[config.mk]
export PLATFORM = sky130hd
export DESIGN_NAME = zuart_tx_arbiter_flat
export DESIGN_NICKNAME = d
export VERILOG_FILES = /design/src/rtl/zuart_tx_arbiter_pkg.sv /design/src/rtl/zuart_tx_arbiter_if.sv /design/src/rtl/zuart_tx_arbiter_zrr_pick.sv /design/src/rtl/zuart_tx_arbiter.sv /design/src/flat_wrapper.sv
export SDC_FILE = /design/constraint.sdc
export NUM_CORES = 1
export LEC_CHECK = 0
export ABC_AREA = 1
export CORE_ASPECT_RATIO = 1.25
export CORE_MARGIN = 10
export CORE_UTILIZATION = 47
export DETAILED_ROUTE_END_ITERATION = 6
export PLACE_DENSITY = 0.79
export SYNTH_ARGS = -nofsm -noshare
export SYNTH_HDL_FRONTEND = slang
export SYNTH_SLANG_ARGS = --single-unit
[constraint.sdc]
create_clock -name clk_i -period 2.16 [get_ports clk_i]
set_input_delay 0.54 -clock clk_i [delete_from_list [all_inputs] [get_ports clk_i]]
set_output_delay 0.54 -clock clk_i [all_outputs]
set_load 0.1 [all_outputs]
[src/rtl/zuart_tx_arbiter_pkg.sv]
// zuart_tx_arbiter_pkg: shared types and widths for the ZUART transmit arbiter
package zuart_tx_arbiter_pkg;
  localparam int BYTE_W = 8;
  localparam int GAP_W  = 4;
  typedef enum logic [1:0] {
    ARB_IDLE = 2'd0,
    ARB_SEND = 2'd1,
    ARB_GAP  = 2'd2
  } arb_state_e;
endpackage

[src/rtl/zuart_tx_arbiter_if.sv]
// zuart_tx_arbiter_if: requester byte streams on one side, ZUART_Tx drive on the other
interface zuart_tx_arbiter_if #(parameter int NUM_REQ = 3);
  import zuart_tx_arbiter_pkg::*;
  logic [NUM_REQ-1:0]        req_en;
  logic [BYTE_W*NUM_REQ-1:0] req_data;
  logic [NUM_REQ-1:0]        req_lock;
  logic [NUM_REQ-1:0]        req_done;
  logic [NUM_REQ-1:0]        grant;
  logic                      tx_en;
  logic [BYTE_W-1:0]         tx_data;
  logic                      tx_done;
  logic                      busy;
  logic                      timeout;
  logic [BYTE_W-1:0]         err_cnt;
  modport master (
    input  req_en, req_data, req_lock, tx_done,
    output req_done, grant, tx_en, tx_data, busy, timeout, err_cnt
  );
  modport slave (
    output req_en, req_data, req_lock, tx_done,
    input  req_done, grant, tx_en, tx_data, busy, timeout, err_cnt
  );
endinterface

[src/rtl/zuart_tx_arbiter_zrr_pick.sv]
// zrr_pick: combinational round-robin picker, first request above last_i with wrap
module zrr_pick #(
  parameter  int N  = 3,
  localparam int IW = $clog2(N)
) (
  input  logic [N-1:0]  req_i,
  input  logic [IW-1:0] last_i,
  output logic [N-1:0]  onehot_o,
  output logic [IW-1:0] idx_o,
  output logic          valid_o
);
  logic [IW-1:0] j;
  always_comb begin
    idx_o   = last_i;
    valid_o = 1'b0;
    j       = last_i;
    // walk from farthest to nearest so the nearest request is written last
    for (int k = N; k >= 1; k--) begin
      j = IW'((int'(last_i) + k) % N);
      if (req_i[j]) begin
        idx_o   = j;
        valid_o = 1'b1;
      end
    end
    onehot_o = valid_o ? N'(1) << idx_o : '0;
  end
endmodule

[src/rtl/zuart_tx_arbiter.sv]
// zuart_tx_arbiter: round-robin byte arbiter in front of the shared debug ZUART_Tx,
// with one-shot per-requester lock and a transmit watchdog.
module zuart_tx_arbiter
  import zuart_tx_arbiter_pkg::*;
#(
  parameter int NUM_REQ     = 3,
  parameter int TIMEOUT_CYC = 2000,
  parameter int GAP_CYC     = 2
) (
  input  logic                clk_i,
  input  logic                rst_i,
  zuart_tx_arbiter_if.master  bus
);
  localparam int IW = $clog2(NUM_REQ);
  localparam int CW = $clog2(TIMEOUT_CYC);
  arb_state_e         state_q;
  logic [IW-1:0]      last_q, pick_idx, win_d;
  logic [NUM_REQ-1:0] pick_oh, grant_d, grant_q, done_q;
  logic               pick_vld, lock_q, lock_hit, tmo_hit, tx_en_q, timeout_q, busy_q;
  logic [CW-1:0]      cnt_q;
  logic [GAP_W-1:0]   gap_q;
  logic [BYTE_W-1:0]  tx_data_q, err_q, err_d;
  zrr_pick #(.N(NUM_REQ)) u_pick (
    .req_i    (bus.req_en),
    .last_i   (last_q),
    .onehot_o (pick_oh),
    .idx_o    (pick_idx),
    .valid_o  (pick_vld)
  );
  always_comb begin
    lock_hit = lock_q & bus.req_en[last_q];
    win_d    = lock_hit ? last_q : pick_idx;
    grant_d  = lock_hit ? NUM_REQ'(1) << last_q : pick_oh;
    // a done arriving on the limit cycle wins over the watchdog
    tmo_hit  = ~bus.tx_done & (cnt_q == CW'(TIMEOUT_CYC - 1));
    err_d    = (err_q == '1) ? err_q : err_q + 1'b1;
  end
  always_ff @(posedge clk_i or posedge rst_i)
    if (rst_i) begin
      state_q   <= ARB_IDLE;
      last_q    <= IW'(NUM_REQ - 1);
      grant_q   <= '0;
      done_q    <= '0;
      tx_en_q   <= 1'b0;
      tx_data_q <= '0;
      timeout_q <= 1'b0;
      busy_q    <= 1'b0;
      err_q     <= '0;
      lock_q    <= 1'b0;
      cnt_q     <= '0;
      gap_q     <= '0;
    end else begin
      done_q    <= '0;
      timeout_q <= 1'b0;
      case (state_q)
        ARB_IDLE: begin
          lock_q <= 1'b0;
          if (pick_vld) begin
            tx_data_q <= bus.req_data[{win_d, 3'b000} +: BYTE_W];
            grant_q   <= grant_d;
            last_q    <= win_d;
            tx_en_q   <= 1'b1;
            busy_q    <= 1'b1;
            cnt_q     <= '0;
            state_q   <= ARB_SEND;
          end
        end
        ARB_SEND:
          if (bus.tx_done | tmo_hit) begin
            tx_en_q   <= 1'b0;
            done_q    <= grant_q;
            timeout_q <= tmo_hit;
            err_q     <= tmo_hit ? err_d : err_q;
            lock_q    <= bus.tx_done & |(bus.req_lock & grant_q);
            gap_q     <= '0;
            state_q   <= ARB_GAP;
          end else
            cnt_q <= cnt_q + 1'b1;
        ARB_GAP:
          if (gap_q == GAP_W'(GAP_CYC - 1)) begin
            grant_q <= '0;
            busy_q  <= 1'b0;
            state_q <= ARB_IDLE;
          end else
            gap_q <= gap_q + 1'b1;
        default: state_q <= ARB_IDLE;
      endcase
    end
  assign bus.grant    = grant_q;
  assign bus.req_done = done_q;
  assign bus.tx_en    = tx_en_q;
  assign bus.tx_data  = tx_data_q;
  assign bus.timeout  = timeout_q;
  assign bus.busy     = busy_q;
  assign bus.err_cnt  = err_q;
endmodule

[src/flat_wrapper.sv]
// flat-port wrapper written by rule: the top's interface ports become plain ports
module zuart_tx_arbiter_flat import zuart_tx_arbiter_pkg::*;
#(
  parameter int NUM_REQ     = 3,
  parameter int TIMEOUT_CYC = 2000,
  parameter int GAP_CYC     = 2
)
  (clk_i, rst_i, bus_req_en, bus_req_data, bus_req_lock, bus_tx_done, bus_req_done, bus_grant, bus_tx_en, bus_tx_data, bus_busy, bus_timeout, bus_err_cnt);
  zuart_tx_arbiter_if #(.NUM_REQ(NUM_REQ)) bus_i ();
  input  logic clk_i;
  input  logic rst_i;
  input wire logic [$bits(bus_i.req_en)-1:0] bus_req_en;
  input wire logic [$bits(bus_i.req_data)-1:0] bus_req_data;
  input wire logic [$bits(bus_i.req_lock)-1:0] bus_req_lock;
  input wire logic [$bits(bus_i.tx_done)-1:0] bus_tx_done;
  output wire logic [$bits(bus_i.req_done)-1:0] bus_req_done;
  output wire logic [$bits(bus_i.grant)-1:0] bus_grant;
  output wire logic [$bits(bus_i.tx_en)-1:0] bus_tx_en;
  output wire logic [$bits(bus_i.tx_data)-1:0] bus_tx_data;
  output wire logic [$bits(bus_i.busy)-1:0] bus_busy;
  output wire logic [$bits(bus_i.timeout)-1:0] bus_timeout;
  output wire logic [$bits(bus_i.err_cnt)-1:0] bus_err_cnt;
  assign bus_i.req_en = bus_req_en;
  assign bus_i.req_data = bus_req_data;
  assign bus_i.req_lock = bus_req_lock;
  assign bus_i.tx_done = bus_tx_done;
  assign bus_req_done = bus_i.req_done;
  assign bus_grant = bus_i.grant;
  assign bus_tx_en = bus_i.tx_en;
  assign bus_tx_data = bus_i.tx_data;
  assign bus_busy = bus_i.busy;
  assign bus_timeout = bus_i.timeout;
  assign bus_err_cnt = bus_i.err_cnt;
  zuart_tx_arbiter #(.NUM_REQ(NUM_REQ), .TIMEOUT_CYC(TIMEOUT_CYC), .GAP_CYC(GAP_CYC)) u_core (.clk_i(clk_i), .rst_i(rst_i), .bus(bus_i));
endmodule
==> results_dict.tcl, run 1 <==
set metrics [dict create \
    whs_ns 0.5171 \
    min_period_over_period_pct 97.77 \
    start_util_pct 47.96 \
    drt-met1-wl_um 3021 \
    design_area_sq_um 3854 \
    synth_xor_area_share_pct 2.700 \
    cp_max_fo 8 \
    status "finished clean" \
    dr.first_iter.drc_count 83 \
    die-height_um 108.1 \
    syn_nets 419 \
    drc 0 \
    p_leak_nw 1.878 \
    power-per-cell-area_nw_per_um2 1625 \
    fmax_mhz 473.5 \
    clk_pin_slew_worst_paths_ns 0.08 \
    synth_warnings 0 \
    ys_dominant_reg_cell "dfrtp_1" \
    wl_per_cell_um 13.98 \
    synthMuxAreaShare_pct 0.7287 \
    routabilityCongestion 0.9436 \
    die-area_sq_um 9783 \
    hold_viol_final 0 \
    cpMostUsedCell "nand3_1" \
    cts_root_buffer "clkbuf_8" \
    worstSetupPathType "reg2reg" \
    ys_ff_latch 45 \
    htree_levels 2 \
    firstDrtPassIters 6 \
    skew_ns 0.006639 \
    drtAntennaViolNets 0 \
    synth_area_per_cell_sq_um 7.784 \
    postCtsHoldBufs 0 \
    grt_pass1_vias 2844 \
    crit_family "simple AND/OR/NAND/NOR gates" \
    routed.top_layer "met4" \
    ys_types 41 \
    worstPathRequired_ns 2.39 \
    cts.sinks 45 \
    synth_area_sq_um 2919 \
    clkLatencyLatePin_ns 0.30 \
    tightest_slew_ns 0.5522 \
    slew_viol_final 0 \
    cts_buffers 5 \
    antenna_found_initial 0 \
    drt_wl_total_um 7548 \
    start_kind "flip-flop" \
    slowest_stage "dfstp_2" \
    core_area_sq_um 6086 \
    fin_crit_ns 2.112 \
    drv_cap 0 \
    ys_seq_area_share_pct 38.62 \
    wl_met2_um 4183 \
    grt.overflow.total 0 \
    synth_simple_gate_area_share_pct 34.38 \
    cpPeakStageDelay_ns 0.62 \
    num-nets-final 498 \
    setup_viol_count_final 0 \
    synth_compound_area_share_pct 9.687 \
    drive_above_1_share_pct 24.18 \
    antennaDiodeCount 0 \
    worstPathArrival_ns 2.34 \
    fp-row-count 32 \
    port-buffer-count 57 \
    maxSlewHeadroom_pct 62.84 \
    hold_path_class "reg2reg" \
    clk_path_buf_depth 2 \
    synth_top_family_by_area "simple AND/OR/NAND/NOR gates" \
    peakVddDrop_mv 1.198 \
    grt_pass1_wl_um 12640 \
    cts_tree "built" \
    ios 58 \
    path_cells "inv_4 -> ha_1 -> inv_2 -> nand2_1 -> nand2_1 -> nand3_1 -> nand3_1 -> nand2_1 -> nand2_2 -> nand2_4 -> buf_12 -> nand3_1 -> nand3_1 -> a21oi_1" \
    netlist_instances 375 \
    vias_per_cell 5.143 \
    grt_usage_pct 15.16 \
    synthAdderAreaFrac_pct 4.715 \
    dp_hpwl_um 5728 \
    die_w_um 90.49 \
    met3WireLength_um 205 \
    area_growth_pct 32.02 \
    grt_max_degree 46 \
    postPlaceCellArea_sq_um 3643 \
    synth_edf_count 0 \
    cp.buffers_inverters 3 \
    end_kind "flip-flop" \
    async_flop_share_pct 100.0 \
    dr_total_vias 2777 \
]
==> cell usage after synthesis, types with 2 or more instances <==
master	number	area, sq um
inv_2	8	30.03
dfrtp_1	44	1101
a21oi_2	2	17.52
nor2_2	3	18.77
nand4_1	3	18.77
nand2_2	5	31.28
a21oi_1	13	65.06
nor2_4	4	45.04
nor3_1	6	30.03
inv_1	54	202.7
nor4_1	3	18.77
nand2_1	64	240.2
o31ai_1	4	30.03
nand3_1	50	250.2
nand3_2	9	90.09
o21ai_0	11	55.05
o21ai_2	5	43.79
nand2_4	4	45.04
ha_1	11	137.6
xor2_1	8	70.07
nor2_1	42	157.7
o22ai_1	3	18.77
==> per-stage QoR <==
stage / TNS, ns / total power, mW / util, % / std cells / setup slack [ns]
2_1_floorplan: 0 / 4.247 / - / 375 / 0.01688
3_3_place_gp: -2.241 / 5.298 / 59.87 / 529 / -0.1832
3_5_place_dp: -3.258 / 5.392 / 59.87 / 529 / -0.2008
4_1_cts: 0 / 5.945 / 61.47 / 537 / 0.01624
5_1_grt: -0.2218 / 6.728 / 63.32 / 540 / -0.05757
6_report: 0 / 6.263 / 63.32 / 540 / 0.04806
==> state kept, by name, summed over array words and instances (netlist names) <==
register             cells
u_core.bus.busy          1
u_core.bus.err_cnt       8
u_core.bus.grant         3
u_core.bus.req_done      3
u_core.bus.timeout       1
u_core.bus.tx_data       8
u_core.bus.tx_en         1
u_core.cnt_q            11
u_core.gap_q             4
u_core.last_q            2
u_core.lock_q            1
u_core.state_q           2
==> final cells by class <==
| type | count | area (sq um) |
|---|---|---|
| clock buffers | 6 | 72.57 |
| fillers | 527 | 2232 |
| inverters | 62 | 242.7 |
| multi-input cells | 264 | 1604 |
| clock inverters | 2 | 10.01 |
| flip-flops and latches | 45 | 1127 |
| repair buffers | 76 | 690.7 |
| well taps | 85 | 106.4 |
==> cells by family (layout without fill, tap and decap cells) <==
logic type,Yosys count,in the layout
AO/OA/AOI/OAI,44,44
XOR/XNOR,9,9
adder cells (fa/ha/maj),11,11
buffers and inverters,66,146
flip-flops,45,45
multiplexers,2,2
AND/OR/NAND/NOR,198,198
==> repair_timing <==
| action | 4_1_cts | 5_1_grt |
|---|---|---|
| buffers inserted | 0 | 3 |
| setup endpoints to repair | 9 | 22 |
| gates resized for setup | 3 | 20 |
| pin swaps | 0 | 3 |
==> worst register-to-register path: cells and delay by family (launching register included) <==
| kind | cells | cell delay (ns) |
|---|---|---|
| buffers and inverters | 3 | 0.31 |
| AND/OR/NAND/NOR | 9 | 0.80 |
| AO/OA/AOI/OAI | 1 | 0.13 |
| flip-flops | 1 | 0.62 |
| adder cells (fa/ha/maj) | 1 | 0.20 |
==> path summary, 6_finish.rpt <==
path                                        from                    end  slack, ns  depth (start not counted)
worst min-delay path               u_core.lock_q          u_core.lock_q       0.52                          2
min in group asynchronous                  rst_i  u_core.bus.err_cnt[6]       0.58                          3
worst min register to register     u_core.lock_q          u_core.lock_q       0.52                          2
max in group asynchronous                  rst_i       u_core.last_q[1]       1.30                          3
worst max register to register  u_core.last_q[1]  u_core.bus.tx_data[5]       0.05                         14
worst max-delay path            u_core.last_q[1]  u_core.bus.tx_data[5]       0.05                         14
==> power by group <==
group          leakage [nW]  switching, mW  total [mW]  internal (mW)
logic                  1.25           3.03        4.57           1.53
registers             0.584          0.138        1.19           1.05
clock network        0.0450          0.281       0.505          0.225
total                  1.88           3.45        6.26           2.81
==> cells in the final DEF (no fill, tap or decap), types with 2 or more instances in the layout <==
cell type	n
nor2_4	4
a21oi_2	4
nand2_2	7
ha_1	9
o21ai_4	2
nor2_2	4
nand3_2	8
nor3_1	5
ha_4	2
o21ai_0	11
nor2_1	41
inv_4	4
inv_2	6
nor3_2	2
nand2_1	61
xor2_1	8
clkbuf_8	5
inv_1	51
nand3_1	49
nor4_1	3
dfrtp_1	44
clkinv_2	2
a21oi_1	11
buf_12	3
nand3_4	2
o31ai_1	4
nand2_4	5
o22ai_1	3
nand4_1	3
clkdlybuf4s50_1	31
o21ai_2	4
buf_4	41
==> per-layer routing <==
layer  global-route usage (%)  vias to the layer above
li1                         -                     1372
met1                    16.60                     1334
met2                    28.74                       57
met3                    2.705                       14
met4                    5.239                        0
met5                        0                        -
(Power assumes the default switching activity.)
==> run 2: changes to the inputs <==
--- a/config.mk
+++ b/config.mk
@@ -10,6 +10,7 @@
 export CORE_MARGIN = 10
 export CORE_UTILIZATION = 47
 export DETAILED_ROUTE_END_ITERATION = 6
+export GPL_ROUTABILITY_DRIVEN = 0
 export PLACE_DENSITY = 0.79
 export SYNTH_ARGS = -nofsm -noshare
 export SYNTH_HDL_FRONTEND = slang
==> results_dict.tcl, run 2 (synthesis gave the netlist of run 1 again) <==
set metrics [dict create \
    status "finished clean" \
    ios 58 \
    start_util_pct 47.96 \
    die-height_um 108.1 \
    cts_buffers 5 \
    firstDrtPassIters 4 \
    cts_root_buffer "clkbuf_8" \
    peakVddDrop_mv 0.8710 \
    p_seq_share_pct 19.1 \
    skew_ns 0.004107 \
    min_period_over_period_pct 94.88 \
    design_area_sq_um 3830 \
    power-per-cell-area_nw_per_um2 1628 \
    crit_path_end "u_core.bus.tx_data[4]" \
    drv_cap 0 \
    antenna_found_initial 0 \
    worstPathRequired_ns 2.39 \
    p_switching_mw 3.339 \
    crit_path_start "bus_req_en[1]" \
    swShare_pct 53.56 \
    core_area_sq_um 6086 \
    cts.sinks 45 \
    largest_reg_flops 11 \
    worstSetupPathType "in2reg" \
    crit_family "buffers and inverters" \
    vias_per_cell 5.118 \
    grt_pass1_wl_um 11960 \
    clk_pin_slew_worst_paths_ns 0.08 \
    drt_wl_total_um 7246 \
    timing.rr.start "u_core.last_q[0]" \
    die-area_sq_um 9783 \
    drive_above_1_share_pct 23.06 \
    dp_hpwl_um 5505 \
    cts_tree "built" \
    drtAntennaViolNets 0 \
    grt_usage_pct 14.44 \
    multi_input_area_sq_um 1578 \
    grt.overflow.total 0 \
    maxSlewHeadroom_pct 63.69 \
    postPlaceCellArea_sq_um 3628 \
    area_growth_pct 31.20 \
    final_common_cell "nand2_1" \
    postCtsHoldBufs 0 \
    fin_crit_ns 2.049 \
    grt_max_degree 46 \
    antennaDiodeCount 0 \
    clk_path_buf_depth 2 \
    cp_num_cells 11 \
    drc 0 \
    die_w_um 90.49 \
    fmax_mhz 487.9 \
    fillCellCount 545 \
    final_cell_mix "nand2_1 (61), inv_1 (51), nand3_1 (49)" \
    num-nets-final 494 \
    rrSetupSlack_ns 0.12 \
    tightest_slew_ns 0.5397 \
    end_kind "flip-flop" \
    rr_endpoint "u_core.cnt_q[2]" \
    hold_path_class "reg2reg" \
    slowest_stage "clkdlybuf4s50_1" \
    cpPeakStageDelay_ns 0.54 \
    power_frac_clock_pct 10.7 \
    hold_viol_final 0 \
    largest_register "u_core.cnt_q" \
    setup_viol_count_final 0 \
    worstPathArrival_ns 2.28 \
    cp_max_fo 19 \
    tns_ns 0 \
    start_kind "input pin" \
    slew_viol_final 0 \
    p_leak_nw 1.862 \
    power.internal_mw 2.895 \
    wl_per_cell_um 13.52 \
    r2r_cells 12 \
    power_frac_comb_pct 70.2 \
    area.sequential_sq_um 1127 \
    clkLatencyLatePin_ns 0.30 \
    fp-row-count 32 \
    grt_pass1_vias 2646 \
    dr.first_iter.drc_count 114 \
    dr_total_vias 2743 \
    htree_levels 2 \
    port-buffer-count 57 \
    path_cells "clkdlybuf4s50_1 -> inv_2 -> a21boi_1 -> nand3_2 -> buf_4 -> nand3_2 -> o21ai_4 -> buf_12 -> nor2_1 -> nor2_1 -> a21oi_1" \
    cp.buffers_inverters 4 \
]
==> run 2: power groups by stage <==
| stage | clock network, mW | logic (mW) | registers [mW] |
|---|---|---|---|
| floorplan | 0 | 2.20 | 2.04 |
| detailed placement | 0 | 4.14 | 1.20 |
| finish | 0.668 | 4.38 | 1.19 |
| CTS | 0.685 | 4.15 | 1.19 |
| global route | 0.712 | 4.77 | 1.22 |
| global placement | 0 | 4.06 | 1.20 |
==> run 2: final cells by class <==
| cell class | count | area share [%] |
|---|---|---|
| Multi-Input combinational cell | 264 | 41.20 |
| Sequential cell | 45 | 29.43 |
| Timing Repair Buffer | 72 | 17.25 |
| Inverter | 62 | 6.207 |
| Tap cell | 85 | 2.777 |
| Clock buffer | 6 | 2.156 |
| Clock inverter | 2 | 0.9801 |
==> run 2: what timing repair did <==
| item | CTS | global route |
|---|---|---|
| endpoints found under the setup margin | 0 | 20 |
| gates resized for setup | 0 | 16 |
| setup buffers | 0 | 1 |
==> run 2: worst min-delay path by stage <==
stage | from | slack, ns | cells after the start | end
5_1_grt | u_core.bus.err_cnt[7] | 0.53 | 1 | u_core.bus.err_cnt[7]
3_5_place_dp | u_core.bus.err_cnt[7] | 0.49 | 1 | u_core.bus.err_cnt[7]
4_1_cts | u_core.bus.err_cnt[7] | 0.50 | 1 | u_core.bus.err_cnt[7]
3_3_place_gp | u_core.bus.err_cnt[7] | 0.49 | 1 | u_core.bus.err_cnt[7]
2_1_floorplan | u_core.lock_q | 0.47 | 2 | u_core.lock_q
6_report | u_core.bus.err_cnt[7] | 0.51 | 1 | u_core.bus.err_cnt[7]
==> run 2: per-stage QoR <==
step	utilization, %	total power [mW]	instances	hold slack (ns)	setup slack, ns
2_1_floorplan	-	4.247	375	0.4657	0.01688
3_3_place_gp	59.62	5.254	527	0.4886	-0.1534
3_5_place_dp	59.62	5.341	527	0.4856	-0.1998
4_1_cts	61.60	6.026	535	0.5048	0.006900
5_1_grt	62.93	6.704	536	0.5280	-0.03466
6_report	62.93	6.235	536	0.5128	0.1106
==> run 2: worst register-to-register path, cell delays in order, from the launching register on <==
cell     delay (ns)
dfrtp_1        0.39
inv_1          0.10
buf_4          0.17
ha_1           0.24
o21ai_2        0.18
nand2_2        0.10
nand4_4        0.11
nor2_4         0.05
nor2_4         0.10
nand2_4        0.07
buf_4          0.16
o21ai_0        0.18
a21oi_1        0.06
==> run 2: per-layer routing <==
layer  GRT usage [%]  share of wire (%)  wire, um  vias to the layer above
li1                -                  -         -                     1366
met1           15.70                 40      2905                     1296
met5               0                  0         0                        -
met4           4.556                1.9       138                        0
met2           27.24                 54      3932                       65
met3           3.190                3.7       271                       16
==> run 3: changes to the inputs <==
--- a/config.mk
+++ b/config.mk
@@ -10,7 +10,6 @@
 export CORE_MARGIN = 10
 export CORE_UTILIZATION = 47
 export DETAILED_ROUTE_END_ITERATION = 6
-export GPL_ROUTABILITY_DRIVEN = 0
 export PLACE_DENSITY = 0.79
 export SYNTH_ARGS = -nofsm -noshare
 export SYNTH_HDL_FRONTEND = slang
==> results of run 3 <==
Final layout, timing and power as in run 1 (identical DEF).
